### src/rtl/custom_types_pkg.sv
// Shared types for the memory stage: access FSM states and the MEM/WB latch layout.
package custom_types_pkg;
  localparam int MEM_DATA_W = 32;
  localparam int MEM_REG_W  = 5;

  typedef enum logic [1:0] {IDLE, ACCESS, DONE} memstate_t;

  typedef struct packed {
    logic [MEM_REG_W-1:0]  Rw;
    logic                  RegWEN;
    logic [MEM_DATA_W-1:0] wdata;
    logic [MEM_DATA_W-1:0] NPC;
    logic                  halt;
  } memory_t;
endpackage

### src/rtl/mem_access_stage.sv
// MIPS memory stage: issues the dcache request, stalls upstream until dhit,
// then latches the MEM/WB register that also serves as the forwarding source.
module mem_access_stage
  import custom_types_pkg::*;
#(
  parameter int DATA_W = MEM_DATA_W,
  parameter int REG_W  = MEM_REG_W,
  parameter int CNT_W  = 16
) (
  input  logic              CLK,
  input  logic              nRST,
  input  logic              ihit,
  input  logic              flush,
  input  logic              ex_dREN,
  input  logic              ex_dWEN,
  input  logic [DATA_W-1:0] ex_port_o,
  input  logic [DATA_W-1:0] ex_port_b,
  input  logic [REG_W-1:0]  ex_Rw,
  input  logic              ex_RegWEN,
  input  logic              ex_MemtoReg,
  input  logic              ex_halt,
  input  logic [DATA_W-1:0] ex_NPC,
  input  logic              dhit,
  input  logic [DATA_W-1:0] dmemload,
  output logic              dmemREN,
  output logic              dmemWEN,
  output logic [DATA_W-1:0] dmemaddr,
  output logic [DATA_W-1:0] dmemstore,
  output logic              mem_stall,
  output logic [REG_W-1:0]  mem_Rw,
  output logic              mem_RegWEN,
  output logic [DATA_W-1:0] mem_wdata,
  output logic [DATA_W-1:0] mem_NPC,
  output logic              mem_halt,
  output logic [CNT_W-1:0]  stall_cycles
);

  memstate_t         state, state_n;
  memory_t           mem_q;
  logic [DATA_W-1:0] load_q;
  logic              flush_pend;
  logic              acc, req, advance, squash;

  assign acc = (ex_dREN | ex_dWEN) & ~mem_q.halt;
  // A flush in IDLE keeps the squashed op off the bus; once in ACCESS the
  // handshake must run to dhit regardless of flush.
  assign req       = acc & ((state == ACCESS) | ((state == IDLE) & ~flush));
  assign mem_stall = req;
  assign advance   = ihit & ~mem_stall;
  assign squash    = flush | flush_pend;

  assign dmemREN   = req & ex_dREN;
  assign dmemWEN   = req & ex_dWEN & ~ex_dREN;
  assign dmemaddr  = ex_port_o;
  assign dmemstore = ex_port_b;

  always_comb begin
    state_n = state;
    case (state)
      IDLE:    if (req) state_n = dhit ? DONE : ACCESS;
      ACCESS:  if (!acc) state_n = IDLE;
               else if (dhit) state_n = DONE;
      DONE:    if (advance) state_n = IDLE;
      default: state_n = IDLE;
    endcase
  end

  always_ff @(posedge CLK or negedge nRST) begin
    if (!nRST) begin
      state      <= IDLE;
      flush_pend <= 1'b0;
    end else begin
      state <= state_n;
      if (state_n == IDLE)                flush_pend <= 1'b0;
      else if (flush && state != IDLE)    flush_pend <= 1'b1;
    end
  end

  // Stray dhits (DONE, no request) and squashed loads never touch load_q.
  always_ff @(posedge CLK or negedge nRST) begin
    if (!nRST)                                         load_q <= '0;
    else if (req && dhit && ex_dREN && !squash)        load_q <= dmemload;
  end

  always_ff @(posedge CLK or negedge nRST) begin
    if (!nRST) begin
      mem_q <= '0;
    end else if (!mem_stall && squash) begin
      mem_q      <= '0;
      mem_q.halt <= mem_q.halt;
    end else if (advance) begin
      mem_q.Rw     <= ex_Rw;
      mem_q.RegWEN <= ex_RegWEN;
      mem_q.wdata  <= ex_MemtoReg ? load_q : ex_port_o;
      mem_q.NPC    <= ex_NPC;
      mem_q.halt   <= mem_q.halt | ex_halt;
    end
  end

  always_ff @(posedge CLK or negedge nRST) begin
    if (!nRST)                                           stall_cycles <= '0;
    else if (mem_stall && stall_cycles != {CNT_W{1'b1}}) stall_cycles <= stall_cycles + 1'b1;
  end

  assign mem_Rw     = mem_q.Rw;
  assign mem_RegWEN = mem_q.RegWEN;
  assign mem_wdata  = mem_q.wdata;
  assign mem_NPC    = mem_q.NPC;
  assign mem_halt   = mem_q.halt;

endmodule

### config.mk
export PLATFORM = sky130hd
export DESIGN_NAME = mem_access_stage
export DESIGN_NICKNAME = d
export VERILOG_FILES = /design/src/rtl/custom_types_pkg.sv /design/src/rtl/mem_access_stage.sv
export SDC_FILE = /design/constraint.sdc
export NUM_CORES = 1
export LEC_CHECK = 0
export BUFFER_PORTS_ARGS = -buffer_cell sky130_fd_sc_hd__buf_4
export CAP_MARGIN = 20
export CORE_MARGIN = 10
export CORE_UTILIZATION = 45
export DETAILED_ROUTE_END_ITERATION = 10
export PLACE_DENSITY = 0.81
export SYNTH_ARGS = -nofsm -noshare
export SYNTH_HDL_FRONTEND = slang
export SYNTH_SLANG_ARGS = --single-unit
### constraint.sdc
create_clock -name CLK -period 2.3 [get_ports CLK]
set_input_delay 0.46 -clock CLK [delete_from_list [all_inputs] [get_ports CLK]]
set_output_delay 0.46 -clock CLK [all_outputs]
set_load 0.01 [all_outputs]
== Word-level counts from Yosys, hierarchy flattened ==
Index checks and enable logic that the tools add are counted.
Word-level totals
  register bits: 122
  input port bits: 143
  output and inout bits: 154
  word-level logic and storage cells: 54
Operators by class
  add/sub/neg operators: 1
  eq/ne operators: 3
  multiplexer cells: 11
  bitwise operators: 16
  reductions and logical operators: 14
Operators with widths (number)
  $mux 71: 2
  $mux 32: 1
  $add 16x1->16 const B: 1
  $ne 16x16->1 const B: 1
  $mux 2: 5
  $and 1x1->1: 7
  $logic_and 1x1->1: 6
  $pmux 2 s3: 1
  $reduce_bool 2->1: 3
  $not 1->1: 5
  $logic_not 2->1: 2
  $or 1x1->1: 4
  $eq 2x1->1 const B: 1
  $eq 2x2->1 const B: 1
  $logic_not 1->1: 2
  $mux 1: 2
  $reduce_and 2->1: 1

== Depth between registers and ports, before layout ==
Gate-level depths: netlist of run 1.
  word-level depth: 10
  mapped depth: 6
  mapped depth without buffers: 6

== Worst setup path after synthesis of run 1 ==
No wires, ideal clock.
  path kind: reg-to-reg
  start: register stall_cycles[0]
  end: register stall_cycles[1]
  library setup time: 0.125 ns
  arrival: 1.602 ns
  data required time: 2.175 ns
  slack: 0.573 ns
  stages on the path, launching flop included: 6
  buffers on the path: 0
  period minus slack after synthesis: 1.727 ns
  cells stage by stage: dfrtp_1 ha_1 nand3_1 nor4_1 a31oi_1 mux2_2
Between the ends
  cells in the longest elaborated chain, start to end: 2
  elaborated cells between the ends (all ways): 3
  those cells by class: add/sub (1); eq/ne (1); reduce/logical (1)
Ends and longest elaborated chain
  from (decl): line mem_access_stage.sv:35  | output logic [CNT_W-1:0] stall_cycles
  from (signal assigned): line mem_access_stage.sv:102  | else if (mem_stall && stall_cycles != {CNT_W{1'b1}}) stall_cycles <= stall_cycles + 1'b1;
  parallel branches: the longest is 2 deep, another holds $add 16x1->16
Parallel ways; which one is timed is not known.
A chain may end at the register's enable or synchronous reset.

== Worst setup path in the final report of run 1 ==
  start: register state[0]
  end: output port dmemREN
Between the ends
  cells in the longest elaborated chain, start to end: 5
  elaborated cells between the ends (all ways): 6
  those cells by class: eq/ne (1); bitwise (4); reduce/logical (1)
Ends and longest elaborated chain
  from (decl): line mem_access_stage.sv:38  | memstate_t state, state_n;
  from (signal assigned): line mem_access_stage.sv:73  | state <= state_n;
  $logic_not 2->1: line mem_access_stage.sv:47  | assign req = acc & ((state == ACCESS) | ((state == IDLE) & ~flush));
  $and 1x1->1: line mem_access_stage.sv:47
  $or 1x1->1 (*): line mem_access_stage.sv:47
  $and 1x1->1 (*): line mem_access_stage.sv:47
  $and 1x1->1 (*): line mem_access_stage.sv:52  | assign dmemREN = req & ex_dREN;
  to (decl): line mem_access_stage.sv:25  | output logic dmemREN,
Every way passes the cells marked *; elsewhere a longest branch is shown, timed or not.

==> out/qor.csv, run 1 <==
metric;value;unit
final_layout_size_suffix_gt1_frac;0.489;
core-area;11600;sq um
worst_path_largest_cell_delay;0.44;ns
synth-warning-count;0;
synth.net_count;594;
switching_power;1630;uW
netlist_top_cells_area;sky130_fd_sc_hd__dfrtp_1 56%, sky130_fd_sc_hd__buf_4 8.9%, sky130_fd_sc_hd__mux2_2 7.1%, sky130_fd_sc_hd__a22o_1 6.1%, sky130_fd_sc_hd__mux2i_1 5.9%;
synth_edf_count;0;
p_leak;0.00382;uW
time_the_worst_path_needs_with_i_o_delays_and_setup;2.18;ns
worstMarginPinSlew;0.579;ns
number_of_antenna_violations_at_the_first_check_in_global_routing;0;
finalSetupTns;0;ns
dieHeight;130;microns
timing.critical_path.to_type;output pin;
path_class;reg -> out;
cts.hold.buffers_added;0;
firstDrtPassIters;4;
critical-path-slowest-cell;sky130_fd_sc_hd__dfrtp_1;
gpl.final_weighted_congestion;0.797;
post_drt_wl_per_cell;20.7;microns
report.final.hold_viol_count;0;
worst_ep_arrival_time;1.72;ns
grt_pass1_wl;24.5;mm
multi_input_comb_area;1790;sq um
viasPerCell;5.24;
globalRouteOverflowTotal;0;
synth_area_per_cell;12.0;sq um
path_buf_inv;2;
status;complete, no violations;
seq_area_frac_synth;0.564;
worst-path-max-fanout;10;
clock_latency_on_the_worst_skew_pair;0.41;ns
vias;4093;
worst_path_dominant_cell_family;flip-flops;
timing.critical_path.required;1.84;ns
largest_net_degree_at_the_start_of_global_routing;71;
setup_viol;0;
worst_slew_margin_rel;0.614;
area_growth;37.7;%
rows;39;
synthesis.area;5410;sq um
netlist-cell-type-count;38;
final_cell_count_without_fillers;781;
power_frac_seq;0.429;
yosys.cell_count.top_type;sky130_fd_sc_hd__dfrtp_1;
switching_share;0.252;
nets;769;
initial_cell_density_of_the_core;0.466;
ys_dominant_reg_cell;sky130_fd_sc_hd__dfrtp_1;
synth_cells;450;
clk_path_buf_depth;2;
clockPowerShare;0.395;
remaining_drc_errors;0;
placed_cells;749;
drv_cap;0;
synth_top_area_share;0.564;
vias_in_the_first_global_route;4595;
postRouteWirelength;16.1;mm
die_area;16800;sq um
dp_hpwl;12.1;mm
netlist_top_cells_count;122 x sky130_fd_sc_hd__dfrtp_1, 64 x sky130_fd_sc_hd__buf_4, 39 x sky130_fd_sc_hd__nand2_1;
synthDominantAreaCellType;sky130_fd_sc_hd__dfrtp_1;
cts_setup_buffers;0;
ctsRootBufferMaster;sky130_fd_sc_hd__clkbuf_16;
tritoncts;yes;
tritoncts.num_buffers;17;
groute.usage.overall;0.189;
clock_sink_count;122;
number_of_register_bits_inferred_by_synthesis;122;
peakVddDrop;545;uV
post_cts_resized;0;
final.fill_count;901;
io_buffer_count;232;
drt_iter0_markers;239;
timing.clock.skew;0.00558;ns
die_outline_width;130;microns
comb_power_share;0.176;
worst_min_delay_path_class;in -> async;
finalMaxSlewViolations;0;
layout.core_utilization;0.642;
worst_hold_slack;0.0448;ns
design.portCount;297;
drtAntennaViolNets;0;
power_report.internal_total;4830;uW
p_per_area;867;nW/um^2
category_of_the_worst_setup_path_launch_point;register;
footprint_of_the_flip_flops_and_latches;3050;sq um
insertedDiodeCount;0;
fin_total_pwr;6460;uW
achievable-frequency;458;MHz
clock_tree.htree_level_count;4;
path_clk_slew;0.05;ns
path_cells;o221ai_4, inv_1, and2_1, buf_4;
final_min_period_over_clock_period;0.948;
rsz0062_at_grt;false;
async_reset_ff_frac;1.00;
-- worst paths after layout --
kind	from	to	slack (ns)	cells past startpoint
min in group CLK	dhit	state[0]	0.25	2
worst min register to register	mem_wdata[18]	mem_wdata[18]	0.48	2
max in group asynchronous	nRST	load_q[23]	1.59	2
worst min-delay path	nRST	load_q[10]	0.04	1
worst max-delay path	state[0]	dmemREN	0.12	4
worst max register to register	stall_cycles[0]	stall_cycles[1]	0.39	5
-- layout by cell type (no fill, tap or decap), types with 3 or more instances in the layout --
master | netlist | final
sky130_fd_sc_hd__a31oi_1 | 3 | 3
sky130_fd_sc_hd__buf_4 | 64 | 239
sky130_fd_sc_hd__nand2_1 | 39 | 39
sky130_fd_sc_hd__mux2_2 | 34 | 34
sky130_fd_sc_hd__dfrtp_1 | 122 | 122
sky130_fd_sc_hd__xor2_1 | 5 | 5
sky130_fd_sc_hd__clkbuf_16 | 0 | 17
sky130_fd_sc_hd__xnor2_1 | 5 | 5
sky130_fd_sc_hd__a21oi_1 | 4 | 4
sky130_fd_sc_hd__nor2_1 | 11 | 11
sky130_fd_sc_hd__o21ai_0 | 33 | 33
sky130_fd_sc_hd__nand4_1 | 4 | 4
sky130_fd_sc_hd__inv_1 | 6 | 6
sky130_fd_sc_hd__mux2i_1 | 32 | 32
sky130_fd_sc_hd__nand3_1 | 7 | 7
sky130_fd_sc_hd__a22o_1 | 38 | 38
sky130_fd_sc_hd__clkbuf_8 | 0 | 6
sky130_fd_sc_hd__clkinv_2 | 0 | 5
-- routing by layer --
metal / global-route usage / up-vias / share of wire
li1: - / 1872 / -
met1: 0.195 / 1970 / 0.36
met2: 0.318 / 202 / 0.50
met3: 0.0828 / 49 / 0.10
met4: 0.105 / 0 / 0.038
met5: 0 / - / 0
-- state kept, by name, indices dropped and copies added, names as in the netlist, 2 cells and up --
name and flops:
load_q 32, mem_NPC 32, mem_wdata 32, stall_cycles 16, mem_Rw 5, state 2
-- through the flow --
step	instance area, sq um	worst slack, ns
2_1_floorplan	5410	0.573
3_3_place_gp	6880	0.384
3_5_place_dp	6880	0.361
4_1_cts	7450	0.109
5_1_grt	7450	0.0218
6_report	7450	0.119
-- cell type report --
type                       instances  area share
clock buffer                      25      0.0692
clock inverter                     7     0.00839
inverter                           6     0.00302
multi-input combinational        237       0.240
sequential                       122       0.410
tap                              143      0.0240
timing repair buffer             241       0.246
-- kinds of logic after synthesis --
family,after synthesis,share of synthesized area
and+or+nand+nor,75,0.0666
xor gates and xnor gates,10,0.0162
AOI/OAI and AO/OA,85,0.113
DFF,122,0.564
adders and majority gates,1,0.00231
muxes,66,0.130
buffers and inverters,91,0.108
-- power by group through the flow --
stage | Combinational [uW] | Clock, uW | Sequential, uW
final | 1130 | 2550 | 2770
after floorplan | 564 | 0 | 2810
after global routing | 1240 | 2700 | 2820
after detailed placement | 1150 | 0 | 2800
after CTS | 1160 | 2600 | 2770
after global placement | 1110 | 0 | 2770
-- worst reg2reg max path, cell delays in order, from the launching register on --
cell and delay [ns]:
sky130_fd_sc_hd__dfrtp_1 0.43, sky130_fd_sc_hd__ha_1 0.26, sky130_fd_sc_hd__nand3_1 0.19, sky130_fd_sc_hd__nor4_1 0.09, sky130_fd_sc_hd__a31oi_1 0.43, sky130_fd_sc_hd__mux2_2 0.39
Power figures use the tool's default switching activity.
==> inputs of run 2 (changes only) <==
PLACE_DENSITY = 0.93   (was 0.81)
==> run 2 against run 1 <==
Worst setup slack got worse by 0.038 ns; design area rose by 0.24%; sequential power barely moved; global-route usage rose by 0.45 points; power rose by 3.5%; sequential cell count did not move; fmax fell by 1.7%; critical endpoint unchanged; wire length rose by 3.4%; via count rose by 2.2%; critical path depth did not move; worst hold slack improved by 0.082 ns; critical path type unchanged.
==> out/qor.csv, run 2 (synthesis results as in run 1) <==
metric;value;unit;change
path_buf_inv;2;;unchanged
layout_commonest_cell;sky130_fd_sc_hd__buf_4;;
tritoncts.num_buffers;17;;unchanged
crit-reg2reg-launch;stall_cycles[0];;
startpoint;state[0];;
path_cells;o221ai_4, inv_1, and2_1, buf_4;;
timing.critical_path.to_type;output pin;;
vias;4185;;+2.2%
critical-path-slowest-cell;sky130_fd_sc_hd__dfrtp_1;;
drv_cap;0;;unchanged
clock_latency_on_the_worst_skew_pair;0.41;ns;about the same
crit_path_end;dmemREN;;
viasPerCell;5.39;;+2.8%
final_layout_size_suffix_gt1_frac;0.486;;-0.00322
worst_path_largest_cell_delay;0.43;ns;about the same
tritoncts;yes;;
groute.usage.overall;0.194;;+0.00446
dieHeight;130;microns;unchanged
die_outline_width;130;microns;unchanged
path_class;reg -> out;;
p_leak;0.00382;uW;+0.13%
remaining_drc_errors;0;;unchanged
regToRegSetupSlack;0.34;ns;-0.05 ns
rows;39;;unchanged
largest_net_degree_at_the_start_of_global_routing;123;;+73%
gpl.final_weighted_congestion;0.920;;+15%
design.portCount;297;;unchanged
insertedDiodeCount;0;;unchanged
post_cts_resized;0;;unchanged
path_clk_slew;0.06;ns;about the same
initial_cell_density_of_the_core;0.466;;unchanged
rsz0062_at_grt;false;;
clock_sink_count;122;;unchanged
worst_slew_margin_rel;0.482;;-0.132
final_cell_count_without_fillers;777;;-0.51%
grt_pass1_wl;25.1;mm;+2.4%
report.final.hold_viol_count;0;;unchanged
area_growth;38.0;%;
worstMarginPinSlew;0.777;ns;+0.198 ns
clock_tree.htree_level_count;4;;unchanged
p_per_area;896;nW/um^2;+3.3%
category_of_the_worst_setup_path_launch_point;register;;
timing.critical_path.depth;4;;unchanged
timing.clock.skew;0.00857;ns;+0.00300 ns
core-area;11600;sq um;unchanged
worstReg2RegEnd;stall_cycles[1];;
time_the_worst_path_needs_with_i_o_delays_and_setup;2.22;ns;+0.0378 ns
io_buffer_count;232;;unchanged
clk_path_buf_depth;2;;unchanged
worst_min_delay_path_class;in -> async;;
cts_setup_buffers;0;;unchanged
drtAntennaViolNets;0;;unchanged
cts.hold.buffers_added;0;;unchanged
mostFrequentLayoutCells;235 x sky130_fd_sc_hd__buf_4, 122 x sky130_fd_sc_hd__dfrtp_1, 39 x sky130_fd_sc_hd__nand2_1;;
finalSetupTns;0;ns;unchanged
drt_iter0_markers;284;;+19%
status;complete, no violations;;
achievable-frequency;451;MHz;-1.7%
worst-path-max-fanout;10;;unchanged
die_area;16800;sq um;unchanged
worst_path_dominant_cell_family;flip-flops;;
post_drt_wl_per_cell;21.5;microns;+3.9%
dp_hpwl;12.4;mm;+1.7%
placed_cells;745;;-0.53%
final_min_period_over_clock_period;0.965;;+0.0164
nets;765;;-0.52%
number_of_antenna_violations_at_the_first_check_in_global_routing;0;;unchanged
finalMaxSlewViolations;0;;unchanged
peakVddDrop;573;uV;+5.3%
timing.critical_path.required;1.84;ns;about the same
ctsRootBufferMaster;sky130_fd_sc_hd__clkbuf_16;;
firstDrtPassIters;4;;unchanged
number_of_cells_on_the_worst_reg_to_reg_path;5;;unchanged
setup_viol;0;;unchanged
postRouteWirelength;16.7;mm;+3.4%
globalRouteOverflowTotal;0;;unchanged
vias_in_the_first_global_route;4573;;-0.48%
worst_ep_arrival_time;1.76;ns;+0.04 ns
-- run 2: changes by cell type in the layout (fill, tap and decap cells not counted), sizes merged --
cell,previous run,this run
bufinv,1,3
clkinvlp,1,0
clkinv,5,4
buf,241,237
-- run 2: final cells by class --
type / count / area, sq um
Timing Repair Buffer: 237 / 1800
Tap cell: 143 / 179
Clock inverter: 7 / 110
Clock buffer: 25 / 515
Fill cell: 894 / 4140
Inverter: 6 / 22.5
Multi-Input combinational cell: 237 / 1790
Sequential cell: 122 / 3050
-- run 2: worst min-delay path by stage --
stage                     depth (start not counted)  slack (ns)             to
after CTS                                         2        0.17      load_q[5]
after global placement                            2        0.46  mem_wdata[13]
final                                             2        0.13      load_q[5]
after global routing                              2        0.19      load_q[5]
after floorplan                                   0        0.16     flush_pend
after detailed placement                          2        0.47   mem_wdata[2]
-- run 2: through the flow --
stage                     worst slack, ns  power [uW]  cell area, sq um  utilization  hold slack [ns]
after floorplan                     0.573        3370              5410            -            0.164
after global placement              0.405        3880              6850        0.589            0.464
after detailed placement            0.299        3950              6850        0.589            0.473
after CTS                          0.0887        6750              7470        0.643            0.166
after global routing               0.0121        6990              7470        0.643            0.191
final                              0.0808        6690              7470        0.643            0.127
-- run 2: power breakdown --
part | leakage, uW | switching, uW | internal [uW]
clock | 0.000313 | 913 | 1870
sequential | 0.00159 | 241 | 2530
combinational | 0.00192 | 490 | 647
total | 0.00382 | 1640 | 5050
-- run 2: routing by layer --
layer / track usage / part of all wire / vias to the layer above
met2: 0.350 / 0.53 / 178
met3: 0.0795 / 0.092 / 46
li1: - / - / 1862
met4: 0.0893 / 0.028 / 0
met5: 0 / 0 / -
met1: 0.190 / 0.35 / 2099
-- run 2: worst reg2reg max path, cell delays in order (launching register included) --
cell and delay [ns]:
sky130_fd_sc_hd__dfrtp_1 0.44, sky130_fd_sc_hd__ha_1 0.23, sky130_fd_sc_hd__nand3_1 0.19, sky130_fd_sc_hd__nor4_1 0.38
sky130_fd_sc_hd__a31oi_1 0.29, sky130_fd_sc_hd__mux2_2 0.33
